File: config.mk
export PLATFORM = sky130hd
export DESIGN_NAME = bit_population_generator
export DESIGN_NICKNAME = d
export VERILOG_FILES = /design/src/rtl/bit_pop_pkg.sv /design/src/rtl/bit_population_generator_combination_next.sv /design/src/rtl/bit_population_generator.sv
export SDC_FILE = /design/constraint.sdc
export NUM_CORES = 1
export LEC_CHECK = 0
export CAP_MARGIN = 40
export CORE_ASPECT_RATIO = 1.4
export CORE_MARGIN = 2
export CORE_UTILIZATION = 50
export CTS_BUF_LIST = sky130_fd_sc_hd__clkbuf_4 sky130_fd_sc_hd__clkbuf_8 sky130_fd_sc_hd__clkbuf_16
export DETAILED_ROUTE_END_ITERATION = 6
export GPL_ROUTABILITY_DRIVEN = 0
export HOLD_SLACK_MARGIN = 0.1
export PLACE_DENSITY = 0.69
export SKIP_CTS_REPAIR_TIMING = 1
export SLEW_MARGIN = 20
export SYNTH_ARGS = -nofsm -noshare
export SYNTH_HDL_FRONTEND = slang
export SYNTH_SLANG_ARGS = --single-unit
File: constraint.sdc
create_clock -name clk_i -period 7.5 [get_ports clk_i]
set_clock_uncertainty 0.05 [all_clocks]
set_input_delay 0.75 -clock clk_i [delete_from_list [all_inputs] [get_ports clk_i]]
set_output_delay 0.75 -clock clk_i [all_outputs]
set_load 0.02 [all_outputs]
File: src/rtl/bit_pop_pkg.sv
// Shared types and helpers for the bit population generator: FSM states and
// the first/last word of a fixed-popcount sequence.
package bit_pop_pkg;

    localparam int DEF_WIDTH = 8;
    localparam int CNT_W     = $clog2(DEF_WIDTH) + 1;

    typedef enum logic {
        IDLE = 1'b0,
        RUN  = 1'b1
    } state_t;

    // Smallest word with n bits set: the n low bits.
    function automatic logic [31:0] first_word(input int unsigned n);
        return (32'd1 << n) - 32'd1;
    endfunction

    // Largest w-bit word with n bits set: the n high bits.
    function automatic logic [31:0] last_word(input int unsigned n, input int unsigned w);
        return first_word(n) << (w - n);
    endfunction

endpackage

File: src/rtl/bit_population_generator_combination_next.sv
// Combinational successor of x among words with the same popcount (Gosper's hack).
// Arithmetic runs one bit wider than the word so the carry out of the top bit is kept.
module combination_next #(
    parameter int WIDTH = 8
) (
    input  logic [WIDTH-1:0] x_i,
    output logic [WIDTH-1:0] next_o
);

    localparam int CTZ_W = $clog2(WIDTH + 1);

    logic [WIDTH:0]   w_x;
    logic [WIDTH:0]   w_c;
    logic [WIDTH:0]   w_r;
    logic [WIDTH:0]   w_d;
    logic [CTZ_W-1:0] w_ctz;
    logic [WIDTH-1:0] w_spread;

    assign w_x = {1'b0, x_i};
    assign w_c = w_x & (-w_x);
    assign w_r = w_x + w_c;
    assign w_d = w_r ^ w_x;

    // w_c is one-hot, so scanning down leaves the index of its single set bit.
    always_comb begin
        w_ctz = '0;
        for (int i = WIDTH; i >= 0; i--) begin
            if (w_c[i]) begin
                w_ctz = CTZ_W'(i);
            end
        end
    end

    assign w_spread = WIDTH'((w_d >> 2) >> w_ctz);
    assign next_o   = w_r[WIDTH-1:0] | w_spread;

endmodule

File: src/rtl/bit_population_generator.sv
// Enumerates every WIDTH-bit word with a requested popcount, ascending, one word per
// valid/ready handshake; the final word of each sequence is flagged with data_last_o.
//
// state | meaning
// IDLE  | waiting for a count; count_ready_o high, no data beat
// RUN   | presenting data_o; advances on each data handshake, leaves after the last
module bit_population_generator
    import bit_pop_pkg::*;
#(
    parameter int WIDTH = DEF_WIDTH
) (
    input  logic                   clk_i,
    input  logic                   srst_i,
    input  logic [$clog2(WIDTH):0] count_i,
    input  logic                   count_val_i,
    output logic                   count_ready_o,
    output logic [WIDTH-1:0]       data_o,
    output logic                   data_val_o,
    output logic                   data_last_o,
    input  logic                   data_ready_i,
    output logic                   err_o
);

    localparam int CW = $clog2(WIDTH) + 1;

    state_t           r_state;
    logic [CW-1:0]    r_n;
    logic [WIDTH-1:0] r_data;
    logic             r_val;
    logic             r_last;
    logic             r_err;

    logic [WIDTH-1:0] w_next;
    logic [WIDTH-1:0] w_first;
    logic [WIDTH-1:0] w_first_last;
    logic [WIDTH-1:0] w_run_last;
    logic             w_count_bad;
    logic             w_fire;

    combination_next #(
        .WIDTH (WIDTH)
    ) u_next (
        .x_i    (r_data),
        .next_o (w_next)
    );

    assign w_count_bad  = 32'(count_i) > WIDTH;
    assign w_fire       = r_val && data_ready_i;
    assign w_first      = WIDTH'(first_word(32'(count_i)));
    assign w_first_last = WIDTH'(last_word(32'(count_i), WIDTH));
    assign w_run_last   = WIDTH'(last_word(32'(r_n), WIDTH));

    always_ff @(posedge clk_i or posedge srst_i) begin
        if (srst_i) begin
            r_state <= IDLE;
            r_n     <= '0;
            r_data  <= '0;
            r_val   <= 1'b0;
            r_last  <= 1'b0;
            r_err   <= 1'b0;
        end else begin
            r_err <= 1'b0;
            case (r_state)
                IDLE: begin
                    if (count_val_i) begin
                        if (w_count_bad) begin
                            r_err <= 1'b1;
                        end else begin
                            r_state <= RUN;
                            r_n     <= count_i;
                            r_data  <= w_first;
                            r_last  <= (w_first == w_first_last);
                            r_val   <= 1'b1;
                        end
                    end
                end
                RUN: begin
                    if (w_fire) begin
                        if (r_last) begin
                            r_state <= IDLE;
                            r_data  <= '0;
                            r_val   <= 1'b0;
                            r_last  <= 1'b0;
                        end else begin
                            r_data <= w_next;
                            r_last <= (w_next == w_run_last);
                        end
                    end
                end
                default: r_state <= IDLE;
            endcase
        end
    end

    assign count_ready_o = (r_state == IDLE);
    assign data_o        = r_data;
    assign data_val_o    = r_val;
    assign data_last_o   = r_last;
    assign err_o         = r_err;

endmodule

# Word level (Yosys, flattened, before mapping)
# Index checks and enable logic that the tools add are counted.
[totals]
reg_bits = 16
latch_bits = 0
mem_bits_rw = 0
romBits = 0
input_bits = 8
out_inout_bits = 12
wordCells = 65
mem_count = 0
[classes]
n_addsub = 6
multipliers = 0
div_mod_pow = 0
n_lt_le_gt_ge = 1
n_eq_ne = 6
shifts = 5
muxes = 32
bitwise_logic = 5
reduce_logical = 4
[ops]
columns = ["op", "n"]
rows = [
  ["$shl A1 B4 Y32 const A", 2],
  ["$shl A32 B32 Y8", 2],
  ["$sub A32 B1 Y32 const B", 2],
  ["$mux W4", 9],
  ["$mux W8", 4],
  ["$eq A8 B8 Y1", 2],
  ["$pmux W8 S2", 1],
  ["$mux W1", 15],
  ["$sub A4 B4 Y5 const A", 2],
  ["$add A8 B9 Y9", 1],
  ["$and A8 B9 Y9", 1],
  ["$neg A8 Y9", 1],
  ["$xor A9 B8 Y9", 1],
  ["$or A8 B8 Y8", 1],
  ["$shr A7 B4 Y8", 1],
  ["$pmux W1 S2", 3],
  ["$reduce_and A3 Y1", 2],
  ["$gt A4 B4 Y1 const B", 1],
  ["$ne A2 B1 Y1 const B", 2],
  ["$ne A2 B2 Y1 const B", 2],
  ["$reduce_and A4 Y1", 1],
  ["$not A1 Y1", 2],
  ["$logic_and A1 B1 Y1", 1],
]

# Logic depth before layout (Yosys ltp)
# Gate-level depths: netlist of the first run.
[logic_depth]
ltp_word = 17
depth_mapped = 17
ltp_nobuf = 15

# Modules after synthesis
# Synthesis of the first run repeated with hierarchy kept, for this count alone.
[hier_totals]
hier_cells = 370
area_unflattened_um2 = 2637.5
[by_module_without_submodules]
columns = ["mod", "n_inst", "cells_per_inst", "area_per_inst_um2", "seq_area_each_um2"]
rows = [
  ["bit_population_generator", 1, 275, 2044.5, 400.4],
  ["combination_next", 1, 95, 593.1, 0.0],
]

# Worst setup path after synthesis of the first run
# No wires, ideal clock.
[synth_path]
path_kind = "in2reg"
start = "in count_i[0]"
end = "reg r_last (netlist: data_last_o)"
setup_time_ns = 0.092
t_arrival_ns = 3.929
required_time_ns = 7.358
path_slack_ns = 3.430
cell_stages = 16
n_path_buf = 1
cell_sequence = "clkbuf_1 -> clkinv_1 -> ha_1 -> ha_1 -> nor2b_1 -> inv_1 -> ha_1 -> inv_1 -> a222oi_1 -> a21oi_1 -> a21oi_1 -> nor4_1 -> a2111oi_0 -> nor4b_1 -> a32oi_1 -> o31ai_2"
[synth_between]
elab_chain_len = 7
word_cells_on_any_way = 11
classes_between = "add/sub: 2; order compare: 1; eq/ne: 2; shift: 2; mux: 3; reduce/logical: 1"
[synth_lines]
columns = ["element", "line_no", "text"]
rows = [
  ["start, declared", "bit_population_generator.sv:14", "input logic [$clog2(WIDTH):0] count_i,"],
  ["$shl A1 B4 Y32", "bit_pop_pkg.sv:15", "return (32'd1 << n) - 32'd1;"],
  ["$sub A32 B1 Y32", "bit_pop_pkg.sv:15", ""],
  ["$shl A32 B32 Y8", "bit_pop_pkg.sv:20", "return first_word(n) << (w - n);"],
  ["$eq A8 B8 Y1", "bit_population_generator.sv:72", "r_last <= (w_first == w_first_last);"],
  ["$mux W1", "bit_population_generator.sv:66", "if (w_count_bad) begin"],
  ["$mux W1", "bit_population_generator.sv:65", "if (count_val_i) begin"],
  ["$pmux W1 S2", "bit_population_generator.sv:63", "case (r_state)"],
  ["end signal, assigned", "bit_population_generator.sv:72", ""],
  ["end signal, assigned", "bit_population_generator.sv:86", "r_last <= (w_next == w_run_last);"],
  ["end, declared", "bit_population_generator.sv:30", "logic r_last;"],
]
# Several ways; a longest one is shown, not always the timed one. The select of a mux whose other input is x is not followed.
# A chain may end at the register's enable or synchronous reset.

# Worst setup path in the final report of the first run
# Same ends and word-level chain as after synthesis.

==> results of run 1 <==
[kinds of logic after synthesis]
logic type | after synthesis
simple gates | 160
compound gates | 148
buf+inv | 55
flops | 16
fa+ha+maj | 14
xor+xnor | 12
mux | 12
[worst min-delay path: stages, from the launching register on]
cell,delay (ns)
sky130_fd_sc_hd__dfrtp_1,0.39
sky130_fd_sc_hd__nand2_1,0.06
sky130_fd_sc_hd__nand2_1,0.05
[flip-flops by register name, indices dropped and copies added (netlist names)]
signal / cells
data_val_o: 1
r_n: 4
data_last_o: 1
r_state: 1
err_o: 1
data_o: 8
[cells in the mapped netlist (6+ instances only)]
| cell | number | share of area, % |
|---|---|---|
| sky130_fd_sc_hd__a211oi_1 | 7 | 1.8 |
| sky130_fd_sc_hd__a21oi_1 | 30 | 5.2 |
| sky130_fd_sc_hd__clkbuf_1 | 26 | 3.4 |
| sky130_fd_sc_hd__dfrtp_1 | 16 | 14 |
| sky130_fd_sc_hd__ha_1 | 14 | 6.1 |
| sky130_fd_sc_hd__inv_1 | 25 | 3.3 |
| sky130_fd_sc_hd__mux2i_1 | 8 | 2.8 |
| sky130_fd_sc_hd__nand2_1 | 38 | 5.0 |
| sky130_fd_sc_hd__nand2b_1 | 9 | 2.0 |
| sky130_fd_sc_hd__nand3_1 | 15 | 2.6 |
| sky130_fd_sc_hd__nand4_1 | 6 | 1.3 |
| sky130_fd_sc_hd__nor2_1 | 34 | 4.4 |
| sky130_fd_sc_hd__nor2b_1 | 10 | 2.2 |
| sky130_fd_sc_hd__nor3_1 | 13 | 2.3 |
| sky130_fd_sc_hd__nor4_1 | 7 | 1.5 |
| sky130_fd_sc_hd__o21ai_0 | 33 | 5.8 |
| sky130_fd_sc_hd__o221ai_1 | 6 | 1.8 |
| sky130_fd_sc_hd__xnor2_1 | 10 | 3.1 |
[power by group through the flow]
stage / clock, mW / sequential [mW] / combinational [mW]
6_report: 0.0761 / 0.0863 / 0.0650
5_1_grt: 0.0804 / 0.0863 / 0.0725
4_1_cts: 0.0773 / 0.0863 / 0.0635
3_5_place_dp: 0 / 0.0879 / 0.0629
3_3_place_gp: 0 / 0.0879 / 0.0625
2_1_floorplan: 0 / 0.0879 / 0.0458
[metal layers]
layer / up-vias / track usage, %
li1: 1558 / -
met1: 1509 / 33.68
met2: 111 / 47.17
met3: 38 / 1.324
met4: 0 / 16.50
met5: - / 0
[how the worst min path moves through the flow]
stage                                 startpoint                endpoint  slack, ns  cells past startpoint
after floorplan               r_n[1]$_DFFE_PP0P_      r_n[1]$_DFFE_PP0P_       0.47                      2
after global placement    data_val_o$_DFFE_PP0P_  data_val_o$_DFFE_PP0P_       0.47                      2
after detailed placement  data_val_o$_DFFE_PP0P_  data_val_o$_DFFE_PP0P_       0.47                      2
after CTS                 data_val_o$_DFFE_PP0P_  data_val_o$_DFFE_PP0P_       0.48                      2
after global routing      data_val_o$_DFFE_PP0P_  data_val_o$_DFFE_PP0P_       0.54                      2
final                     data_val_o$_DFFE_PP0P_  data_val_o$_DFFE_PP0P_       0.49                      2
[layout make-up]
class / instances / area, um^2 / area share (%)
multi-input combinational: 346 / 2257 / 72.98
tap: 68 / 85.08 / 2.751
clock buffer: 4 / 55.05 / 1.780
sequential: 16 / 400.4 / 12.94
inverter: 26 / 97.59 / 3.155
timing repair buffer: 20 / 197.7 / 6.392
==> parameters.txt, run 1 <==
Parameter                              Value

Detailed routing
  Per-cell routed wire length ... 17.63 um
  Met3 routed wirelength ... 309 um
  Vias post-DR ... 3216
  Average via count per standard cell ... 6.700
  DRC marker count from the first detailed-route iteration ... 328
  Remaining design rule violation count ... 0
  Pre-Repair DR Iteration Count ... 5
  DR top layer ... met4
  Number of routed nets with antenna violations ... 0
  Detailed-routing wirelength on met1 ... 3.507 mm
  Routed WL ... 8.464 mm
  Detail Route met2 WL ... 4.144 mm

Power
  Switch Pwr ... 0.07084 mW
  Power Internal ... 0.1566 mW
  Clock network power share ... 33.5%
  Proportion of power drawn by combinational gates ... 28.6%
  Share of power burned in registers ... 38.0%
  Total power density per cell area ... 73.54 mW/mm^2
  Overall Power ... 0.2274 mW
  Total leakage power ... 1.200 nW
  Max VDD drop ... 0.08498 mV
  Fraction of power spent switching nets ... 31.15%

Global route
  Pin count of the biggest net entering global routing ... 23
  Via count of the first global-routing pass ... 2901
  Global-route wire length before repair ... 13.89 mm
  Initial antenna violation count ... 0
  Overall fraction of global-route tracks in use ... 27.83%
  Remaining global-route overflow ... 0

Floorplan
  Starting Density ... 51.92%
  Die area ... 0.006369 mm^2
  Top-level I/O count ... 20
  Floorplan Core Area ... 0.005525 mm^2
  Die Wd ... 68.02 um
  Die span in y ... 93.63 um
  # rows ... 32

Logic synthesis
  Largest family of logic cells by synthesized area ... compound AO/OA/AOI/OAI gates
  Top_reg_cell synth ... sky130_fd_sc_hd__dfrtp_1
  Synth Area in Adders ... 6.106%
  Ys Warns ... 0
  Xor and xnor fraction of the mapped netlist area ... 3.663%
  Average footprint of a synthesized cell ... 6.880 um^2
  Number of storage elements in the synthesis netlist ... 16
  Post-synthesis sequential area ratio ... 13.96%
  Compound-cell area share of the yosys netlist ... 35.67%
  Syn Nets ... 439
  Fraction of the mapped netlist area in simple logic gates ... 28.87%
  Number of library cell types mapped by synthesis ... 68
  Async set-reset flop share out of synthesis ... 100.0%
  Number of enable flip-flop cells after synthesis ... 0
  Cell count after synthesis ... 417
  Mapped cell area ... 0.002869 mm^2
  Multiplexer share of the synthesized area ... 4.361%

Clock network
  Clock tree from TritonCTS ... done
  Max clock buf depth ... 2
  Insertion delay to the later sink of the worst-skew pair ... 0.25 ns
  Sink count of the clock tree ... 16
  Maximum level of the CTS H-tree ... 1
  Clock slew at reported path FFs ... 0.06 ns
  Number of buffers added by the clock tree synthesis step ... 3
  Root buf cell ... sky130_fd_sc_hd__clkbuf_8

Finish
  P&R area growth vs syn ... 7.806%
  Non-filler cells in the finished layout ... 480
  Fill cells ... 558
  Layout Cell Area excl Fill ... 0.003093 mm^2
  Final design utilization ... 55.98%
  Leading cell types in the layout, fill and taps excluded ... 38 x sky130_fd_sc_hd__nand2_1, 34 x sky130_fd_sc_hd__nor2_1, 33 x sky130_fd_sc_hd__o21ai_0, 30 x sky130_fd_sc_hd__a21oi_1, 25 x sky130_fd_sc_hd__inv_1
  Fraction of final layout cells sized beyond drive strength 1 ... 4.369%
  Most common library cell in the layout ignoring fill and taps ... sky130_fd_sc_hd__nand2_1
  Net count, final ... 435
  Count of inserted antenna diode cells ... 0

Timing
  Period utilisation layout ... 71.59%
  Fmax achieved ... 186.3 MHz
  Worst Hold Margin ... 0.4862 ns
  Worst Slack Setup Final ... 2.131 ns
  Minimum period implied by the final worst setup slack ... 5.369 ns
  Number of slew-limit violations in the final report ... 0
  Hold violation total from the final report ... 0
  Least-Margin Pin Slew ... 0.8585 ns
  Final total negative setup slack ... 0 ns
  RSZ-0062 raised after global routing ... false
  Final setup violating endpoints ... 0
  Relative max-transition margin ... 42.77%

Worst setup path
  Required time of the critical path ... 7.62 ns
  Critical Path Most Common Cell ... sky130_fd_sc_hd__ha_1
  Reg2Reg Launch Point ... r_n[0]$_DFFE_PP0P_
  Critical path peak fanout ... 18
  Critical path destination ... data_last_o$_DFFE_PP0P_
  Type of element launching the critical path ... primary input
  CP max stage cell ... sky130_fd_sc_hd__clkdlybuf4s50_1
  Max stage delay on crit path ... 0.89 ns
  Reg-to-Reg End ... data_last_o$_DFFE_PP0P_
  Number of buffers and inverters on the critical path ... 4
  Startpoint of the worst setup timing path ... count_i[0]
  Endpoint class of the critical path ... flop
  Reg-to-reg slack, setup ... 3.21 ns
  Data arrival at the endpoint of the critical path ... 5.48 ns
  Gate family responsible for the most delay along the worst path ... buffers and inverters
  R2r worst-path depth ... 15
  CP Cell Sequence ... clkdlybuf4s50_1 -> clkinv_1 -> ha_1 -> ha_1 -> nor2b_1 -> inv_1 -> ha_1 -> inv_1 -> a222oi_1 -> a21oi_1 -> a21oi_1 -> nor4_1 -> a2111oi_0 -> nor4b_1 -> a32oi_1 -> o31ai_2
  WS Path Type ... in -> reg
  Worst path depth ... 16

Place
  Placed cell area ... 0.003038 mm^2
  Worst slack at placement ... 1.990 ns
  Port Buf Inserts ... 19
  Estimated wirelength of the detail-placed design ... 6.434 mm
  Post-placement cell count ... 476

Status
  Result of the run ... completed

Hold path
  Path type of the worst min-delay path ... reg -> reg

Job
  Max cap viols ... 0
Power figures use the tool's default switching activity.
==> run 2, diff against run 1 <==
Clock period 7.5 ns to 5.1 ns, I/O delays scaled along.
==> run 2 against run 1 <==
Compared with the run above: first-iteration DRC count is 29% higher; design area rose by 1.5%; global-route usage about the same; worst setup slack lost 1.3 ns; via count down 0.22%; critical path type unchanged; sequential share of layout area is 0.19 points lower; largest cell class unchanged; sequential power grew 47%; hold slack gained 0.0089 ns; sequential cell count unchanged; clock power increased by 48%; largest power group unchanged; critical path depth stayed put.
==> parameters.txt, run 2 (synthesis gave the netlist of run 1 again) <==
Parameter                              Value

Status
  Result of the run ... completed (unchanged)

Detailed routing
  Remaining design rule violation count ... 0 (unchanged)
  Average via count per standard cell ... 6.603 (was 6.700)
  Pre-Repair DR Iteration Count ... 5 (unchanged)
  Per-cell routed wire length ... 17.48 um (was 17.63 um)
  DRC marker count from the first detailed-route iteration ... 422 (was 328)
  Number of routed nets with antenna violations ... 0 (unchanged)
  Routed WL ... 8.495 mm (was 8.464 mm)
  Vias post-DR ... 3209 (was 3216)

Finish
  P&R area growth vs syn ... 9.376% (was 7.806%)
  Largest register FFs ... 8 (unchanged)
  Fill cells ... 545 (was 558)
  Leading cell types in the layout, fill and taps excluded ... 38 x sky130_fd_sc_hd__nand2_1, 34 x sky130_fd_sc_hd__nor2_1, 33 x sky130_fd_sc_hd__o21ai_0, 30 x sky130_fd_sc_hd__a21oi_1, 25 x sky130_fd_sc_hd__inv_1 (unchanged)
  Register cell area after layout ... 400.4 um^2 (unchanged)
  Net count, final ... 441 (was 435)
  Most common library cell in the layout ignoring fill and taps ... sky130_fd_sc_hd__nand2_1 (unchanged)
  Final design utilization ... 56.79% (was 55.98%)
  Multi-input gate area in the final layout ... 0.002257 mm^2 (unchanged)
  Count of inserted antenna diode cells ... 0 (unchanged)
  Fraction of final layout cells sized beyond drive strength 1 ... 5.742% (was 4.369%)

Power
  Proportion of power drawn by combinational gates ... 29.6% (was 28.6%)
  Overall Power ... 0.3405 mW (was 0.2274 mW)
  Fraction of power spent switching nets ... 31.41% (was 31.15%)
  Power Internal ... 0.2336 mW (was 0.1566 mW)
  Max VDD drop ... 0.08831 mV (was 0.08498 mV)
  Share of power burned in registers ... 37.3% (was 38.0%)
  Total leakage power ... 1.230 nW (was 1.200 nW)
  Total power density per cell area ... 108.5 mW/mm^2 (was 73.54 mW/mm^2)
  Clock network power share ... 33.2% (was 33.5%)
  Switch Pwr ... 0.1070 mW (was 0.07084 mW)

Floorplan
  Floorplan Core Area ... 0.005525 mm^2 (unchanged)
  Die Wd ... 68.02 um (unchanged)
  Die span in y ... 93.63 um (unchanged)
  # rows ... 32 (unchanged)
  Die area ... 0.006369 mm^2 (unchanged)
  Top-level I/O count ... 20 (unchanged)
  Starting Density ... 51.92% (unchanged)

Clock network
  Maximum level of the CTS H-tree ... 1 (unchanged)
  Insertion delay to the later sink of the worst-skew pair ... 0.25 ns (about the same)
  Sink count of the clock tree ... 16 (unchanged)
  Max clock buf depth ... 2 (unchanged)
  Number of buffers added by the clock tree synthesis step ... 3 (unchanged)
  Clock tree from TritonCTS ... done (unchanged)
  Clock slew at reported path FFs ... 0.07 ns (was 0.06 ns)
  Root buf cell ... sky130_fd_sc_hd__clkbuf_8 (unchanged)

Worst setup path
  R2r worst-path depth ... 14 (was 15)
  Type of element launching the critical path ... primary input (unchanged)
  Required time of the critical path ... 5.22 ns (was 7.62 ns)
  CP max stage cell ... sky130_fd_sc_hd__clkdlybuf4s50_1 (unchanged)
  Data arrival at the endpoint of the critical path ... 4.41 ns (was 5.48 ns)
  WS Path Type ... in -> reg (unchanged)
  Max stage delay on crit path ... 0.50 ns (was 0.89 ns)
  Reg2Reg Launch Point ... r_n[2]$_DFFE_PP0P_ (was r_n[0]$_DFFE_PP0P_)
  Critical path peak fanout ... 7 (was 18)
  Gate family responsible for the most delay along the worst path ... compound AO/OA/AOI/OAI gates (was buffers and inverters)
  Worst path depth ... 16 (unchanged)
  Reg-to-reg slack, setup ... 1.32 ns (was 3.21 ns)
  Critical Path Most Common Cell ... sky130_fd_sc_hd__ha_1 (unchanged)
  Number of buffers and inverters on the critical path ... 3 (was 4)
  Reg-to-Reg End ... data_last_o$_DFFE_PP0P_ (unchanged)
  Endpoint class of the critical path ... flop (unchanged)
  CP Cell Sequence ... clkdlybuf4s50_1 -> inv_1 -> ha_1 -> ha_1 -> nor2b_1 -> inv_1 -> ha_1 -> and2_1 -> a222oi_1 -> a21oi_1 -> a21oi_1 -> nor4_1 -> a2111oi_0 -> nor4b_1 -> a32oi_1 -> o31ai_2 (was clkdlybuf4s50_1 -> clkinv_1 -> ha_1 -> ha_1 -> nor2b_1 -> inv_1 -> ha_1 -> inv_1 -> a222oi_1 -> a21oi_1 -> a21oi_1 -> nor4_1 -> a2111oi_0 -> nor4b_1 -> a32oi_1 -> o31ai_2)

Timing
  RSZ-0062 raised after global routing ... false (unchanged)
  Minimum period implied by the final worst setup slack ... 4.290 ns
  Hold violation total from the final report ... 0 (unchanged)
  Fmax achieved ... 233.1 MHz
  Least-Margin Pin Slew ... 0.9687 ns (was 0.8585 ns)
  Relative max-transition margin ... 34.60% (was 42.77%)
  Final total negative setup slack ... 0 ns (unchanged)
  Worst Hold Margin ... 0.4951 ns (was 0.4862 ns)
  Period utilisation layout ... 84.11%
  Final setup violating endpoints ... 0 (unchanged)
  Number of slew-limit violations in the final report ... 0 (unchanged)

Global route
  Via count of the first global-routing pass ... 2959 (was 2901)
  Global-route wire length before repair ... 13.95 mm (was 13.89 mm)
  Remaining global-route overflow ... 0 (unchanged)
  Pin count of the biggest net entering global routing ... 22 (was 23)
  Initial antenna violation count ... 0 (unchanged)
  Overall fraction of global-route tracks in use ... 27.85% (was 27.83%)

Hold path
  Hold depth ... 2 (unchanged)
  Path type of the worst min-delay path ... reg -> reg (unchanged)
  Hold EP ... data_val_o$_DFFE_PP0P_ (unchanged)
  Origin of the worst min-delay path ... data_val_o$_DFFE_PP0P_ (unchanged)

Job
  Max cap viols ... 0 (unchanged)

Place
  Port Buf Inserts ... 19 (unchanged)
  Estimated wirelength of the detail-placed design ... 6.467 mm (was 6.434 mm)
run 2: worst max path at each step:
| stage | start | endpoint |
|---|---|---|
| 6_report | count_i[1] | data_last_o$_DFFE_PP0P_ |
| 5_1_grt | count_i[1] | data_last_o$_DFFE_PP0P_ |
| 4_1_cts | count_i[1] | data_last_o$_DFFE_PP0P_ |
| 3_5_place_dp | count_i[1] | data_last_o$_DFFE_PP0P_ |
| 3_3_place_gp | count_i[0] | data_last_o$_DFFE_PP0P_ |
| 2_1_floorplan | count_i[0] | data_last_o$_DFFE_PP0P_ |
run 2: worst min-delay path: cells and delay by family (launching register included):
family	cells	cell delay, ns
and+or+nand+nor	2	0.11
DFF	1	0.40
run 2: area by class of cell:
cell class | instances | share of cell area, %
well taps | 68 | 2.711
repair buffers | 26 | 7.735
clock buffers | 4 | 1.754
flip-flops and latches | 16 | 12.76
inverters | 26 | 3.110
multi-input cells | 346 | 71.93
run 2: per-layer routing:
layer | global-route usage, % | vias up | part of all wire [%]
met4 | 13.00 | 0 | 3.7
li1 | - | 1576 | -
met1 | 35.00 | 1482 | 41
met5 | 0 | - | 0
met3 | 1.083 | 29 | 4.3
met2 | 47.65 | 122 | 51
run 2: power groups by stage:
stage	Combinational (mW)	Clock, mW	Sequential (mW)
finish	0.101	0.113	0.127
global route	0.110	0.121	0.127
CTS	0.0979	0.114	0.127
detailed placement	0.0975	0	0.129
global placement	0.0967	0	0.129
floorplan	0.0674	0	0.129
run 2: through the flow:
stage | instances | cell area [um^2] | setup slack, ns
final | 486 | 3138 | 0.8105
after global routing | 486 | 3138 | 0.4660
after CTS | 486 | 3138 | 0.8849
after detailed placement | 482 | 3083 | 0.6631
after global placement | 482 | 3083 | 0.8331
after floorplan | 417 | 2869 | 1.270
